==> src/rtl/ace_snoop_responder_pkg.sv <==
// Shared types, opcode constants and the snoop decode rules for the ACE snoop responder.
// Imported by the interface, the CD serializer and the responder top.
package ace_snoop_responder_pkg;

    typedef logic [3:0] arsnoop_t;
    typedef logic [4:0] crresp_t;

    localparam arsnoop_t SNP_READ_ONCE             = 4'b0000;
    localparam arsnoop_t SNP_READ_SHARED           = 4'b0001;
    localparam arsnoop_t SNP_READ_CLEAN            = 4'b0010;
    localparam arsnoop_t SNP_READ_NOT_SHARED_DIRTY = 4'b0011;
    localparam arsnoop_t SNP_READ_UNIQUE           = 4'b0111;
    localparam arsnoop_t SNP_CLEAN_SHARED          = 4'b1000;
    localparam arsnoop_t SNP_CLEAN_INVALID         = 4'b1001;
    localparam arsnoop_t SNP_MAKE_INVALID          = 4'b1101;

    typedef enum logic [2:0] {
        S_IDLE     = 3'd0,
        S_LOOKUP   = 3'd1,
        S_WAIT_RSP = 3'd2,
        S_UPDATE   = 3'd3,
        S_SEND_CR  = 3'd4,
        S_SEND_CD  = 3'd5
    } snoop_resp_state_e;

    // resp bit order: {WasUnique, IsShared, PassDirty, Error, DataTransfer}
    typedef struct packed {
        crresp_t resp;
        logic    upd;
        logic    inval;
        logic    clean;
        logic    shared;
    } snoop_dec_t;

    function automatic snoop_dec_t snoop_decode(input arsnoop_t op, input logic hit,
                                                input logic dirty, input logic shared);
        snoop_dec_t d;
        logic dt, is, pd, err, upd, inval, clean, shr;
        dt = 1'b0; is = 1'b0; pd = 1'b0; err = 1'b0;
        upd = 1'b0; inval = 1'b0; clean = 1'b0; shr = 1'b0;
        case (op)
            SNP_READ_ONCE: begin
                dt = 1'b1; is = 1'b1;
            end
            SNP_READ_SHARED, SNP_READ_NOT_SHARED_DIRTY: begin
                dt = 1'b1; is = 1'b1; pd = dirty; upd = 1'b1; shr = 1'b1; clean = dirty;
            end
            SNP_READ_CLEAN: begin
                dt = 1'b1; is = 1'b1; upd = 1'b1; shr = 1'b1;
            end
            SNP_READ_UNIQUE: begin
                dt = 1'b1; pd = dirty; upd = 1'b1; inval = 1'b1;
            end
            SNP_CLEAN_INVALID: begin
                dt = dirty; pd = dirty; upd = 1'b1; inval = 1'b1;
            end
            SNP_CLEAN_SHARED: begin
                dt = dirty; pd = dirty; is = 1'b1; upd = 1'b1; clean = dirty; shr = 1'b1;
            end
            SNP_MAKE_INVALID: begin
                upd = 1'b1; inval = 1'b1;
            end
            default: begin
                err = 1'b1;
            end
        endcase
        // Unknown opcodes report Error whether or not the line is present
        if (err) begin
            d = '{resp: 5'b00010, upd: 1'b0, inval: 1'b0, clean: 1'b0, shared: 1'b0};
        end else if (!hit) begin
            d = '{resp: 5'b00000, upd: 1'b0, inval: 1'b0, clean: 1'b0, shared: 1'b0};
        end else begin
            d = '{resp: {!shared, is, pd, 1'b0, dt}, upd: upd, inval: inval,
                  clean: clean, shared: shr};
        end
        return d;
    endfunction

endpackage

==> src/rtl/ace_snoop_responder_if.sv <==
// AC/CR/CD snoop channels plus the dcache lookup/update side-band of the snoop responder.
// slave = responder view, master = CCU/dcache view.
interface ace_snoop_responder_if #(
    parameter int AxiAddrWidth    = 64,
    parameter int AxiDataWidth    = 64,
    parameter int DcacheLineWidth = 128
);
    logic                                  ac_valid_i;
    logic                                  ac_ready_o;
    logic [AxiAddrWidth-1:0]               ac_addr_i;
    ace_snoop_responder_pkg::arsnoop_t     ac_snoop_i;
    logic                                  cr_valid_o;
    logic                                  cr_ready_i;
    ace_snoop_responder_pkg::crresp_t      cr_resp_o;
    logic                                  cd_valid_o;
    logic                                  cd_ready_i;
    logic [AxiDataWidth-1:0]               cd_data_o;
    logic                                  cd_last_o;
    logic                                  lkp_req_o;
    logic                                  lkp_gnt_i;
    logic [AxiAddrWidth-1:0]               lkp_addr_o;
    logic                                  lkp_valid_i;
    logic                                  lkp_hit_i;
    logic                                  lkp_dirty_i;
    logic                                  lkp_shared_i;
    logic [DcacheLineWidth-1:0]            lkp_data_i;
    logic                                  upd_valid_o;
    logic                                  upd_ready_i;
    logic                                  upd_inval_o;
    logic                                  upd_clean_o;
    logic                                  upd_shared_o;

    modport slave (
        input  ac_valid_i, ac_addr_i, ac_snoop_i, cr_ready_i, cd_ready_i,
               lkp_gnt_i, lkp_valid_i, lkp_hit_i, lkp_dirty_i, lkp_shared_i, lkp_data_i,
               upd_ready_i,
        output ac_ready_o, cr_valid_o, cr_resp_o, cd_valid_o, cd_data_o, cd_last_o,
               lkp_req_o, lkp_addr_o, upd_valid_o, upd_inval_o, upd_clean_o, upd_shared_o
    );

    modport master (
        output ac_valid_i, ac_addr_i, ac_snoop_i, cr_ready_i, cd_ready_i,
               lkp_gnt_i, lkp_valid_i, lkp_hit_i, lkp_dirty_i, lkp_shared_i, lkp_data_i,
               upd_ready_i,
        input  ac_ready_o, cr_valid_o, cr_resp_o, cd_valid_o, cd_data_o, cd_last_o,
               lkp_req_o, lkp_addr_o, upd_valid_o, upd_inval_o, upd_clean_o, upd_shared_o
    );
endinterface

==> src/rtl/ace_snoop_cd_serializer.sv <==
// Holds one cache line and emits it on CD as LW/DW beats, lowest beat first, with last.
// Beats are offered only while en_i is high; done_o pulses on the final beat handshake.
module ace_snoop_cd_serializer #(
    parameter int AxiDataWidth    = 64,
    parameter int DcacheLineWidth = 128
) (
    input  logic                       clk_i,
    input  logic                       rst_i,
    input  logic                       load_i,
    input  logic [DcacheLineWidth-1:0] line_i,
    input  logic                       dt_i,
    input  logic                       en_i,
    input  logic                       cd_ready_i,
    output logic                       cd_valid_o,
    output logic [AxiDataWidth-1:0]    cd_data_o,
    output logic                       cd_last_o,
    output logic                       pending_o,
    output logic                       done_o
);
    localparam int NB = DcacheLineWidth / AxiDataWidth;
    localparam int CW = (NB > 1) ? $clog2(NB) : 1;

    logic [DcacheLineWidth-1:0] line_r;
    logic [CW-1:0]              cnt_r;
    logic                       pending_r;
    logic                       hs_s;
    logic                       last_s;

    assign last_s     = (cnt_r == CW'(NB - 1));
    assign cd_valid_o = en_i & pending_r;
    assign hs_s       = cd_valid_o & cd_ready_i;
    assign cd_data_o  = line_r[AxiDataWidth-1:0];
    assign cd_last_o  = cd_valid_o & last_s;
    assign pending_o  = pending_r;
    assign done_o     = hs_s & last_s;

    // Line shift register and beat counter; the current beat always sits in the low word
    always_ff @(posedge clk_i or posedge rst_i) begin
        if (rst_i) begin
            line_r    <= '0;
            cnt_r     <= '0;
            pending_r <= 1'b0;
        end else if (load_i) begin
            line_r    <= line_i;
            cnt_r     <= '0;
            pending_r <= dt_i;
        end else if (hs_s) begin
            line_r <= line_r >> AxiDataWidth;
            if (last_s) begin
                cnt_r     <= '0;
                pending_r <= 1'b0;
            end else begin
                cnt_r     <= cnt_r + CW'(1);
                pending_r <= 1'b1;
            end
        end else begin
            line_r    <= line_r;
            cnt_r     <= cnt_r;
            pending_r <= pending_r;
        end
    end
endmodule

==> src/rtl/ace_snoop_responder.sv <==
// Cache-side ACE snoop responder: AC accept, dcache lookup, state update, CR, then CD line beats.
// Optional ACE_SNOOP_RESP_OVERLAP_EN lets CD beats run concurrently with the pending CR.
module ace_snoop_responder
    import ace_snoop_responder_pkg::*;
#(
    parameter int AxiAddrWidth    = 64,
    parameter int AxiDataWidth    = 64,
    parameter int DcacheLineWidth = 128
) (
    input  logic                  clk_i,
    input  logic                  rst_i,
    ace_snoop_responder_if.slave  bus
);
    localparam int OFF = $clog2(DcacheLineWidth / 8);

    snoop_resp_state_e        state_r, state_s;
    logic [AxiAddrWidth-1:0]  addr_r;
    arsnoop_t                 snoop_r;
    crresp_t                  resp_r;
    logic                     dt_r, upd_inval_r, upd_clean_r, upd_shared_r;
    logic                     ac_ready_r, lkp_req_r, upd_valid_r, cr_valid_r, cd_en_r, cr_done_r;
    logic                     ac_hs_s, gnt_hs_s, rsp_s, upd_hs_s, cr_hs_s, cr_fin_s;
    logic                     cd_pending_s, cd_done_s, cd_fin_s;
    snoop_dec_t               dec_s;

    assign ac_hs_s  = ac_ready_r & bus.ac_valid_i;
    assign gnt_hs_s = lkp_req_r & bus.lkp_gnt_i;
    assign rsp_s    = (state_r == S_WAIT_RSP) & bus.lkp_valid_i;
    assign upd_hs_s = upd_valid_r & bus.upd_ready_i;
    assign cr_hs_s  = cr_valid_r & bus.cr_ready_i;
    assign cr_fin_s = cr_done_r | cr_hs_s;
    assign cd_fin_s = !dt_r | !cd_pending_s | cd_done_s;
    assign dec_s    = snoop_decode(snoop_r, bus.lkp_hit_i, bus.lkp_dirty_i, bus.lkp_shared_i);

    assign bus.ac_ready_o   = ac_ready_r;
    assign bus.lkp_req_o    = lkp_req_r;
    assign bus.lkp_addr_o   = addr_r;
    assign bus.upd_valid_o  = upd_valid_r;
    assign bus.upd_inval_o  = upd_inval_r;
    assign bus.upd_clean_o  = upd_clean_r;
    assign bus.upd_shared_o = upd_shared_r;
    assign bus.cr_valid_o   = cr_valid_r;
    assign bus.cr_resp_o    = resp_r;

    // Next-state decode for the snoop sequence
    always_comb begin
        state_s = state_r;
        case (state_r)
            S_IDLE: begin
                if (ac_hs_s) state_s = S_LOOKUP;
                else         state_s = S_IDLE;
            end
            S_LOOKUP: begin
                if (gnt_hs_s) state_s = S_WAIT_RSP;
                else          state_s = S_LOOKUP;
            end
            S_WAIT_RSP: begin
                if (bus.lkp_valid_i) state_s = dec_s.upd ? S_UPDATE : S_SEND_CR;
                else                 state_s = S_WAIT_RSP;
            end
            S_UPDATE: begin
                if (upd_hs_s) state_s = S_SEND_CR;
                else          state_s = S_UPDATE;
            end
            S_SEND_CR: begin
`ifdef ACE_SNOOP_RESP_OVERLAP_EN
                if (cr_fin_s) state_s = cd_fin_s ? S_IDLE : S_SEND_CD;
                else          state_s = S_SEND_CR;
`else
                if (cr_hs_s) state_s = dt_r ? S_SEND_CD : S_IDLE;
                else         state_s = S_SEND_CR;
`endif
            end
            S_SEND_CD: begin
                if (cd_done_s) state_s = S_IDLE;
                else           state_s = S_SEND_CD;
            end
            default: begin
                state_s = S_IDLE;
            end
        endcase
    end

    // State register and handshake outputs, registered from the next state
    always_ff @(posedge clk_i or posedge rst_i) begin
        if (rst_i) begin
            state_r     <= S_IDLE;
            ac_ready_r  <= 1'b0;
            lkp_req_r   <= 1'b0;
            upd_valid_r <= 1'b0;
            cr_valid_r  <= 1'b0;
            cr_done_r   <= 1'b0;
            cd_en_r     <= 1'b0;
        end else begin
            state_r     <= state_s;
            ac_ready_r  <= (state_s == S_IDLE);
            lkp_req_r   <= (state_s == S_LOOKUP);
            upd_valid_r <= (state_s == S_UPDATE);
            cr_valid_r  <= (state_s == S_SEND_CR) & !cr_fin_s;
            cr_done_r   <= (state_s == S_SEND_CR) & cr_fin_s;
`ifdef ACE_SNOOP_RESP_OVERLAP_EN
            cd_en_r     <= (state_s == S_SEND_CR) | (state_s == S_SEND_CD);
`else
            cd_en_r     <= (state_s == S_SEND_CD);
`endif
        end
    end

    // Captured snoop request and lookup-derived response/update
    always_ff @(posedge clk_i or posedge rst_i) begin
        if (rst_i) begin
            addr_r       <= '0;
            snoop_r      <= 4'b0000;
            resp_r       <= 5'b00000;
            dt_r         <= 1'b0;
            upd_inval_r  <= 1'b0;
            upd_clean_r  <= 1'b0;
            upd_shared_r <= 1'b0;
        end else if (ac_hs_s) begin
            addr_r  <= {bus.ac_addr_i[AxiAddrWidth-1:OFF], {OFF{1'b0}}};
            snoop_r <= bus.ac_snoop_i;
        end else if (rsp_s) begin
            resp_r       <= dec_s.resp;
            dt_r         <= dec_s.resp[0];
            upd_inval_r  <= dec_s.inval;
            upd_clean_r  <= dec_s.clean;
            upd_shared_r <= dec_s.shared;
        end else begin
            addr_r       <= addr_r;
            snoop_r      <= snoop_r;
            resp_r       <= resp_r;
            dt_r         <= dt_r;
            upd_inval_r  <= upd_inval_r;
            upd_clean_r  <= upd_clean_r;
            upd_shared_r <= upd_shared_r;
        end
    end

    ace_snoop_cd_serializer #(
        .AxiDataWidth    (AxiDataWidth),
        .DcacheLineWidth (DcacheLineWidth)
    ) u_cd_ser (
        .clk_i      (clk_i),
        .rst_i      (rst_i),
        .load_i     (rsp_s),
        .line_i     (bus.lkp_data_i),
        .dt_i       (dec_s.resp[0]),
        .en_i       (cd_en_r),
        .cd_ready_i (bus.cd_ready_i),
        .cd_valid_o (bus.cd_valid_o),
        .cd_data_o  (bus.cd_data_o),
        .cd_last_o  (bus.cd_last_o),
        .pending_o  (cd_pending_s),
        .done_o     (cd_done_s)
    );
endmodule
==> src/flat_wrapper.sv <==
// flat-port wrapper written by rule: the top's interface ports become plain ports
module ace_snoop_responder_flat import ace_snoop_responder_pkg::*;
#(
    parameter int AxiAddrWidth    = 64,
    parameter int AxiDataWidth    = 64,
    parameter int DcacheLineWidth = 128
)
  (clk_i, rst_i, bus_ac_valid_i, bus_ac_addr_i, bus_ac_snoop_i, bus_cr_ready_i, bus_cd_ready_i, bus_lkp_gnt_i, bus_lkp_valid_i, bus_lkp_hit_i, bus_lkp_dirty_i, bus_lkp_shared_i, bus_lkp_data_i, bus_upd_ready_i, bus_ac_ready_o, bus_cr_valid_o, bus_cr_resp_o, bus_cd_valid_o, bus_cd_data_o, bus_cd_last_o, bus_lkp_req_o, bus_lkp_addr_o, bus_upd_valid_o, bus_upd_inval_o, bus_upd_clean_o, bus_upd_shared_o);
  ace_snoop_responder_if #(.AxiAddrWidth(AxiAddrWidth), .AxiDataWidth(AxiDataWidth), .DcacheLineWidth(DcacheLineWidth)) bus_i ();
  input  logic clk_i;
  input  logic rst_i;
  input wire logic [$bits(bus_i.ac_valid_i)-1:0] bus_ac_valid_i;
  input wire logic [$bits(bus_i.ac_addr_i)-1:0] bus_ac_addr_i;
  input wire logic [$bits(bus_i.ac_snoop_i)-1:0] bus_ac_snoop_i;
  input wire logic [$bits(bus_i.cr_ready_i)-1:0] bus_cr_ready_i;
  input wire logic [$bits(bus_i.cd_ready_i)-1:0] bus_cd_ready_i;
  input wire logic [$bits(bus_i.lkp_gnt_i)-1:0] bus_lkp_gnt_i;
  input wire logic [$bits(bus_i.lkp_valid_i)-1:0] bus_lkp_valid_i;
  input wire logic [$bits(bus_i.lkp_hit_i)-1:0] bus_lkp_hit_i;
  input wire logic [$bits(bus_i.lkp_dirty_i)-1:0] bus_lkp_dirty_i;
  input wire logic [$bits(bus_i.lkp_shared_i)-1:0] bus_lkp_shared_i;
  input wire logic [$bits(bus_i.lkp_data_i)-1:0] bus_lkp_data_i;
  input wire logic [$bits(bus_i.upd_ready_i)-1:0] bus_upd_ready_i;
  output wire logic [$bits(bus_i.ac_ready_o)-1:0] bus_ac_ready_o;
  output wire logic [$bits(bus_i.cr_valid_o)-1:0] bus_cr_valid_o;
  output wire logic [$bits(bus_i.cr_resp_o)-1:0] bus_cr_resp_o;
  output wire logic [$bits(bus_i.cd_valid_o)-1:0] bus_cd_valid_o;
  output wire logic [$bits(bus_i.cd_data_o)-1:0] bus_cd_data_o;
  output wire logic [$bits(bus_i.cd_last_o)-1:0] bus_cd_last_o;
  output wire logic [$bits(bus_i.lkp_req_o)-1:0] bus_lkp_req_o;
  output wire logic [$bits(bus_i.lkp_addr_o)-1:0] bus_lkp_addr_o;
  output wire logic [$bits(bus_i.upd_valid_o)-1:0] bus_upd_valid_o;
  output wire logic [$bits(bus_i.upd_inval_o)-1:0] bus_upd_inval_o;
  output wire logic [$bits(bus_i.upd_clean_o)-1:0] bus_upd_clean_o;
  output wire logic [$bits(bus_i.upd_shared_o)-1:0] bus_upd_shared_o;
  assign bus_i.ac_valid_i = bus_ac_valid_i;
  assign bus_i.ac_addr_i = bus_ac_addr_i;
  assign bus_i.ac_snoop_i = bus_ac_snoop_i;
  assign bus_i.cr_ready_i = bus_cr_ready_i;
  assign bus_i.cd_ready_i = bus_cd_ready_i;
  assign bus_i.lkp_gnt_i = bus_lkp_gnt_i;
  assign bus_i.lkp_valid_i = bus_lkp_valid_i;
  assign bus_i.lkp_hit_i = bus_lkp_hit_i;
  assign bus_i.lkp_dirty_i = bus_lkp_dirty_i;
  assign bus_i.lkp_shared_i = bus_lkp_shared_i;
  assign bus_i.lkp_data_i = bus_lkp_data_i;
  assign bus_i.upd_ready_i = bus_upd_ready_i;
  assign bus_ac_ready_o = bus_i.ac_ready_o;
  assign bus_cr_valid_o = bus_i.cr_valid_o;
  assign bus_cr_resp_o = bus_i.cr_resp_o;
  assign bus_cd_valid_o = bus_i.cd_valid_o;
  assign bus_cd_data_o = bus_i.cd_data_o;
  assign bus_cd_last_o = bus_i.cd_last_o;
  assign bus_lkp_req_o = bus_i.lkp_req_o;
  assign bus_lkp_addr_o = bus_i.lkp_addr_o;
  assign bus_upd_valid_o = bus_i.upd_valid_o;
  assign bus_upd_inval_o = bus_i.upd_inval_o;
  assign bus_upd_clean_o = bus_i.upd_clean_o;
  assign bus_upd_shared_o = bus_i.upd_shared_o;
  ace_snoop_responder #(.AxiAddrWidth(AxiAddrWidth), .AxiDataWidth(AxiDataWidth), .DcacheLineWidth(DcacheLineWidth)) u_core (.clk_i(clk_i), .rst_i(rst_i), .bus(bus_i));
endmodule
==> config.mk <==
export PLATFORM = sky130hd
export DESIGN_NAME = ace_snoop_responder_flat
export DESIGN_NICKNAME = d
export VERILOG_FILES = /design/src/rtl/ace_snoop_responder_pkg.sv /design/src/rtl/ace_snoop_responder_if.sv /design/src/rtl/ace_snoop_cd_serializer.sv /design/src/rtl/ace_snoop_responder.sv /design/src/flat_wrapper.sv
export SDC_FILE = /design/constraint.sdc
export NUM_CORES = 1
export LEC_CHECK = 0
export CORE_MARGIN = 10
export CORE_UTILIZATION = 28
export DETAILED_ROUTE_END_ITERATION = 10
export PLACE_DENSITY = 0.6
export SKIP_LAST_GASP = 1
export SLEW_MARGIN = 5
export SYNTH_ARGS = -nofsm -noshare
export SYNTH_HDL_FRONTEND = slang
export SYNTH_SLANG_ARGS = --single-unit
==> constraint.sdc <==
create_clock -name clk_i -period 21.2 [get_ports clk_i]
set_clock_uncertainty 0.05 [all_clocks]
set_input_delay 4.24 -clock clk_i [delete_from_list [all_inputs] [get_ports clk_i]]
set_output_delay 4.24 -clock clk_i [all_outputs]
set_load 0.05 [all_outputs]
==> results of run 1 <==
[worst reg2reg max path, stage by stage (launching register included)]
cell	delay (ns)
dfrtp_1	0.50
and4bb_4	0.38
buf_4	0.35
a21oi_4	0.65
buf_4	0.64
a22o_1	0.27
[per-stage QoR]
step | cell area (um^2) | utilization [%]
CTS | 13100 | 41.2
global route | 13100 | 41.2
finish | 13100 | 41.2
global placement | 12300 | 38.8
floorplan | 9100 | -
detailed placement | 12300 | 38.8
[per-layer routing]
metal  up-vias  wire length, um  global-route usage (%)
li1       3022                -                       -
met1      3086            11700                    16.0
met2       266            12100                    20.4
met3        32             2980                    6.09
met4         0              605                    3.11
met5         -                0                       0
[cells by family (layout without fill, tap and decap cells)]
logic type             after synthesis  count (layout)  synth area share (%)
buffers and inverters              123             395                  8.92
AO/OA/AOI/OAI                      158             158                  12.3
XOR/XNOR                             1               1                0.0964
other                                1               4                0.0413
multiplexers                       129             129                  15.1
AND/OR/NAND/NOR                    108             108                  5.42
flip-flops                         211             211                  58.1
[power by group]
group	switching (uW)	internal, uW
Combinational	655	403
Sequential	119	597
Clock	165	240
Total	939	1240
[state kept, by name, summed over array words and instances (netlist names)]
register	flops
u_core.bus.lkp_req_o	1
u_core.u_cd_ser.cnt_r	1
u_core.state_r	3
u_core.snoop_r	4
u_core.bus.lkp_addr_o	60
u_core.u_cd_ser.line_r	128
u_core.u_cd_ser.pending_o	1
u_core.cd_en_r	1
u_core.cr_done_r	1
u_core.bus.cr_resp_o	5
u_core.bus.cr_valid_o	1
u_core.bus.upd_shared_o	1
u_core.bus.upd_valid_o	1
u_core.bus.upd_clean_o	1
u_core.bus.ac_ready_o	1
u_core.bus.upd_inval_o	1
[final cells by class]
class                           count  share of cell area (%)
Sequential cell                   211                    40.3
Multi-Input combinational cell    400                    23.1
Inverter                            7                   0.258
Clock inverter                      4                   0.200
Timing Repair Buffer              347                    26.4
Tap cell                          435                    4.15
Clock buffer                       37                    5.67
[cells in the mapped netlist, types with 2 or more instances]
cell	count
a21oi_1	5
a22o_1	65
a32o_1	2
and3_1	3
buf_2	27
buf_4	78
buf_6	3
clkbuf_1	8
dfrtp_1	211
inv_1	7
mux2_2	65
mux2i_1	64
nand2_1	77
nand2b_1	4
nand3_1	4
nor2_1	4
nor2b_1	3
o2111ai_1	2
o21ai_0	73
[worst paths after layout]
path | from | to | slack (ns) | cells past startpoint
min in group asynchronous | rst_i | u_core.bus.lkp_addr_o[25] | 4.15 | 2
min reg2reg | u_core.bus.cr_resp_o[3] | u_core.bus.cr_resp_o[3] | 0.45 | 2
max in group asynchronous | rst_i | u_core.u_cd_ser.line_r[17] | 15.60 | 3
max | bus_lkp_valid_i | u_core.u_cd_ser.line_r[78] | 14.63 | 6
max reg2reg | u_core.state_r[0] | u_core.u_cd_ser.line_r[78] | 18.29 | 5
min | u_core.bus.cr_resp_o[3] | u_core.bus.cr_resp_o[3] | 0.45 | 2
==> impl_metrics.yaml, run 1 <==
timing:
  worst_pin_slew_ns: 0.949
  final.setup.tns_ns: 0
  fmax_mhz: 152
  final_max_slew_viol_count: 0
  rsz0062_at_grt: "no"
  period_share_pct: 31.0
  setup_violations: 0
  fin_ws_ns: 14.63
  final-hold-violation-count: 0
  period_minus_slack_ns: 6.57
  slew_headroom_pct: 36.7
  holdWs_ns: 0.446
critical_path:
  crit_buf_inv: 3
  worstPathArrival_ns: 6.97
  end_kind: "register"
  worstPathRequired_ns: 21.60
  crit_family: "buffers and inverters"
  critical_path.cell_chain: "clkdlybuf4s50_1 -> and4bb_4 -> buf_4 -> a21oi_4 -> buf_4 -> a22o_1"
  slowest_stage: "buf_4"
  criticalPathCategory: "input port to register"
  start_kind: "input port"
  critPathMostFrequentCell: "buf_4"
  crit_fanout: 55
  cpPeakStageDelay_ns: 0.62
floorplan:
  die_area_um2: 40100
  rows: 65
  core_um2: 31800
  die_w_um: 200
  initial_core_util_pct: 28.6
  dieHeight_um: 200
  io_pins: 349
route:
  vias: 6406
  drtPass1Iterations: 4
  ant_nets: 0
  first_iter_violations: 232
  drc: 0
  wl_per_cell_um: 19.0
  vias_per_cell: 4.45
  wirelength_mm: 27.3
pwr:
  p_per_area_nw_per_um2: 166
  leakagePower_uw: 0.00592
  ir_drop_mv: 0.102
  p_total_uw: 2180
clock_tree:
  cts.sinks: 211
  h-tree-depth: 1
  ctsResizeCount: 0
  holdBufCountCts: 0
  worstSkewPairLatency_ns: 0.52
  clk_pin_slew_ns: 0.06
  root_buffer: "clkbuf_16"
  clockBufferDepth: 3
  numCtsBuffers: 26
  tritoncts: "done"
  post-cts-setup-buffers: 0
final_layout:
  finalNonFillerCells: 1441
  final_cell_mix: "clkdlybuf4s50_1 (340), dfrtp_1 (211), nand2_1 (75)"
  regArea_um2: 5280
  final_common_cell: "clkdlybuf4s50_1"
  antennaDiodeCount: 0
  final_nets: 1200
  fillers: 3026
  layout-drive-gt1-share_pct: 11.8
  multiInputGateArea_um2: 3020
  syn2layout_area_growth_pct: 44.2
grt:
  antenna_found_initial: 0
  first_global_vias: 6795
  grt-ovfl-total: 0
  grt_max_degree: 104
  grt_pass1_wl_mm: 42.0
  grt.total_usage_pct: 13.1
synthesis:
  syn_area_um2: 9090
  synth_edf_count: 0
  synthCells: 731
  synth_flop_cell: "dfrtp_1"
  yosysTopAreaCell: "dfrtp_1"
  async_flop_share_pct: 100
  synthDistinctLibCells: 45
  ys_seq_area_share_pct: 58.1
  synth_top_area_share_pct: 58.1
  ys_top_cells_by_area: "dfrtp_1 (58%), mux2_2 (8.1%), mux2i_1 (7.0%)"
  ys_ff_latch: 211
  synth_warnings: 0
  synth_area_per_cell_um2: 12.4
flow_run:
  max-cap-violations: 0
placement:
  hpwl_mm: 19.6
  dpl_worst_slack_ns: 14.03
  globalplace.congestion: 0.739
  placedCellCount: 1400
  port_buffers: 340
min_path:
  min_path_type: "register to register"
status:
  status: "finished clean"
Power figures use the tool's default switching activity.
==> run 2, diff against run 1 <==
==> constraint.sdc (replaced) <==
create_clock -name clk_i -period 6.5 [get_ports clk_i]
set_clock_uncertainty 0.05 [all_clocks]
set_input_delay 1.3 -clock clk_i [delete_from_list [all_inputs] [get_ports clk_i]]
set_output_delay 1.3 -clock clk_i [all_outputs]
set_load 0.05 [all_outputs]
==> impl_metrics.yaml, run 2 (synthesized netlist as in run 1, its figures left out) <==
grt:
  grt-ovfl-total: 0
  antenna_found_initial: 1
  grt_pass1_wl_mm: 43.0
  grt.total_usage_pct: 13.4
  grt_max_degree: 114
  first_global_vias: 6844
critical_path:
  start_kind: "register"
  end_kind: "output pin"
  r2r_end: "u_core.u_cd_ser.line_r[79]"
  reg2reg_depth: 4
  r2r-start: "u_core.state_r[0]"
  worstPathRequired_ns: 5.15
  crit_fanout: 4
  worstPathArrival_ns: 2.11
  r2r_slack_ns: 3.84
  criticalPathCategory: "register to output pin"
placement:
  globalplace.congestion: 0.758
  port_buffers: 340
  place_area_um2: 12300
  dpl_worst_slack_ns: 2.47
  hpwl_mm: 19.8
clock_tree:
  h-tree-depth: 1
  post-cts-setup-buffers: 0
  cts.sinks: 211
  tritoncts: "done"
  ctsResizeCount: 0
  root_buffer: "clkbuf_16"
  clockBufferDepth: 3
  clk_pin_slew_ns: 0.05
  holdBufCountCts: 0
  worstSkewPairLatency_ns: 0.52
  numCtsBuffers: 26
final_layout:
  largest_reg_flops: 128
  regArea_um2: 5280
  top_register: "u_core.u_cd_ser.line_r"
  fillers: 3035
  multiInputGateArea_um2: 3020
  stdcell_area_um2: 13200
  antennaDiodeCount: 0
  final_nets: 1200
  syn2layout_area_growth_pct: 44.7
  layout-drive-gt1-share_pct: 12.0
  final_util_pct: 41.4
  final_cell_mix: "clkdlybuf4s50_1 (340), dfrtp_1 (211), nand2_1 (75)"
  final_common_cell: "clkdlybuf4s50_1"
min_path:
  hold_end: "u_core.bus.cr_resp_o[4]"
  hold_depth: 1
  hp-start: "u_core.bus.cr_resp_o[4]"
  min_path_type: "register to register"
floorplan:
  dieHeight_um: 200
  rows: 65
  initial_core_util_pct: 28.6
  die_w_um: 200
  core_um2: 31800
  io_pins: 349
  die_area_um2: 40100
timing:
  final.setup.tns_ns: 0
  fin_ws_ns: 3.04
  final_max_slew_viol_count: 0
  fmax_mhz: 289
  period_share_pct: 53.2
  period_minus_slack_ns: 3.46
  rsz0062_at_grt: "no"
  slew_headroom_pct: 38.8
  final-hold-violation-count: 0
  worst_pin_slew_ns: 0.916
  setup_violations: 0
pwr:
  clkPwrFrac_pct: 19.3
  ir_drop_mv: 0.264
  switching_share_pct: 42.9
  p_per_area_nw_per_um2: 544
  power.internal_uw: 4090
  leakagePower_uw: 0.00593
  pwr-share-seq_pct: 32.4
  switchingPower_uw: 3070
  pwr-share-comb_pct: 48.3
  p_total_uw: 7150
status:
  status: "finished clean"
route:
  vias: 6431
  drc: 0
  vias_per_cell: 4.46
  drtPass1Iterations: 4
  wl_per_cell_um: 19.2
  wirelength_mm: 27.6
  ant_nets: 0
  first_iter_violations: 193
flow_run:
  max-cap-violations: 0
## run 2: changes by cell type in the layout (fill, tap and decap cells not counted)
cell | before | now
bufinv_16 | 0 | 1
inv_6 | 0 | 2
inv_8 | 1 | 0
clkinv_4 | 1 | 0
buf_4 | 7 | 6
buf_12 | 0 | 1
clkbuf_1 | 7 | 6
clkinvlp_4 | 1 | 2
## run 2: final cells by class
| class | instances | area share, % |
|---|---|---|
| inverters | 7 | 0.228 |
| well taps | 435 | 4.14 |
| repair buffers | 347 | 26.4 |
| clock inverters | 6 | 0.495 |
| flip-flops and latches | 211 | 40.2 |
| clock buffers | 36 | 5.62 |
| multi-input cells | 400 | 23.0 |
## run 2: through the flow
stage	hold WS, ns	instances
floorplan	0.415	734
global placement	0.419	1400
detailed placement	0.431	1400
CTS	0.443	1442
global route	0.456	1442
finish	0.437	1442
## run 2: power by group through the flow
stage	registers (uW)	logic (uW)	clock network (uW)
3_5_place_dp	2340	3490	0
2_1_floorplan	3000	1860	0
6_report	2320	3450	1380
5_1_grt	2410	3660	1480
3_3_place_gp	2320	3470	0
4_1_cts	2330	3510	1440
## run 2: worst max-delay path by stage
stage	endpoint	startpoint	slack (ns)
final	bus_cd_valid_o	u_core.u_cd_ser.pending_o	3.04
after floorplan	u_core.bus.ac_ready_o	rst_i	2.41
after CTS	bus_cd_valid_o	u_core.u_cd_ser.pending_o	3.00
after global routing	u_core.u_cd_ser.line_r[89]	bus_lkp_valid_i	2.88
after global placement	u_core.u_cd_ser.line_r[92]	bus_lkp_valid_i	2.44
after detailed placement	u_core.u_cd_ser.line_r[92]	bus_lkp_valid_i	2.47
## run 2: metal layers
metal | share of wire, % | vias up | track usage (%)
li1 | - | 3038 | -
met1 | 43 | 3077 | 16.7
met2 | 44 | 273 | 20.5
met3 | 11 | 41 | 6.30
met4 | 2.1 | 2 | 3.11
met5 | 0.025 | - | 0
## run 2: worst max-delay path: stages, from the launching register on
cell and delay, ns:
dfrtp_1 0.37, and2_1 0.29, clkdlybuf4s50_1 0.94
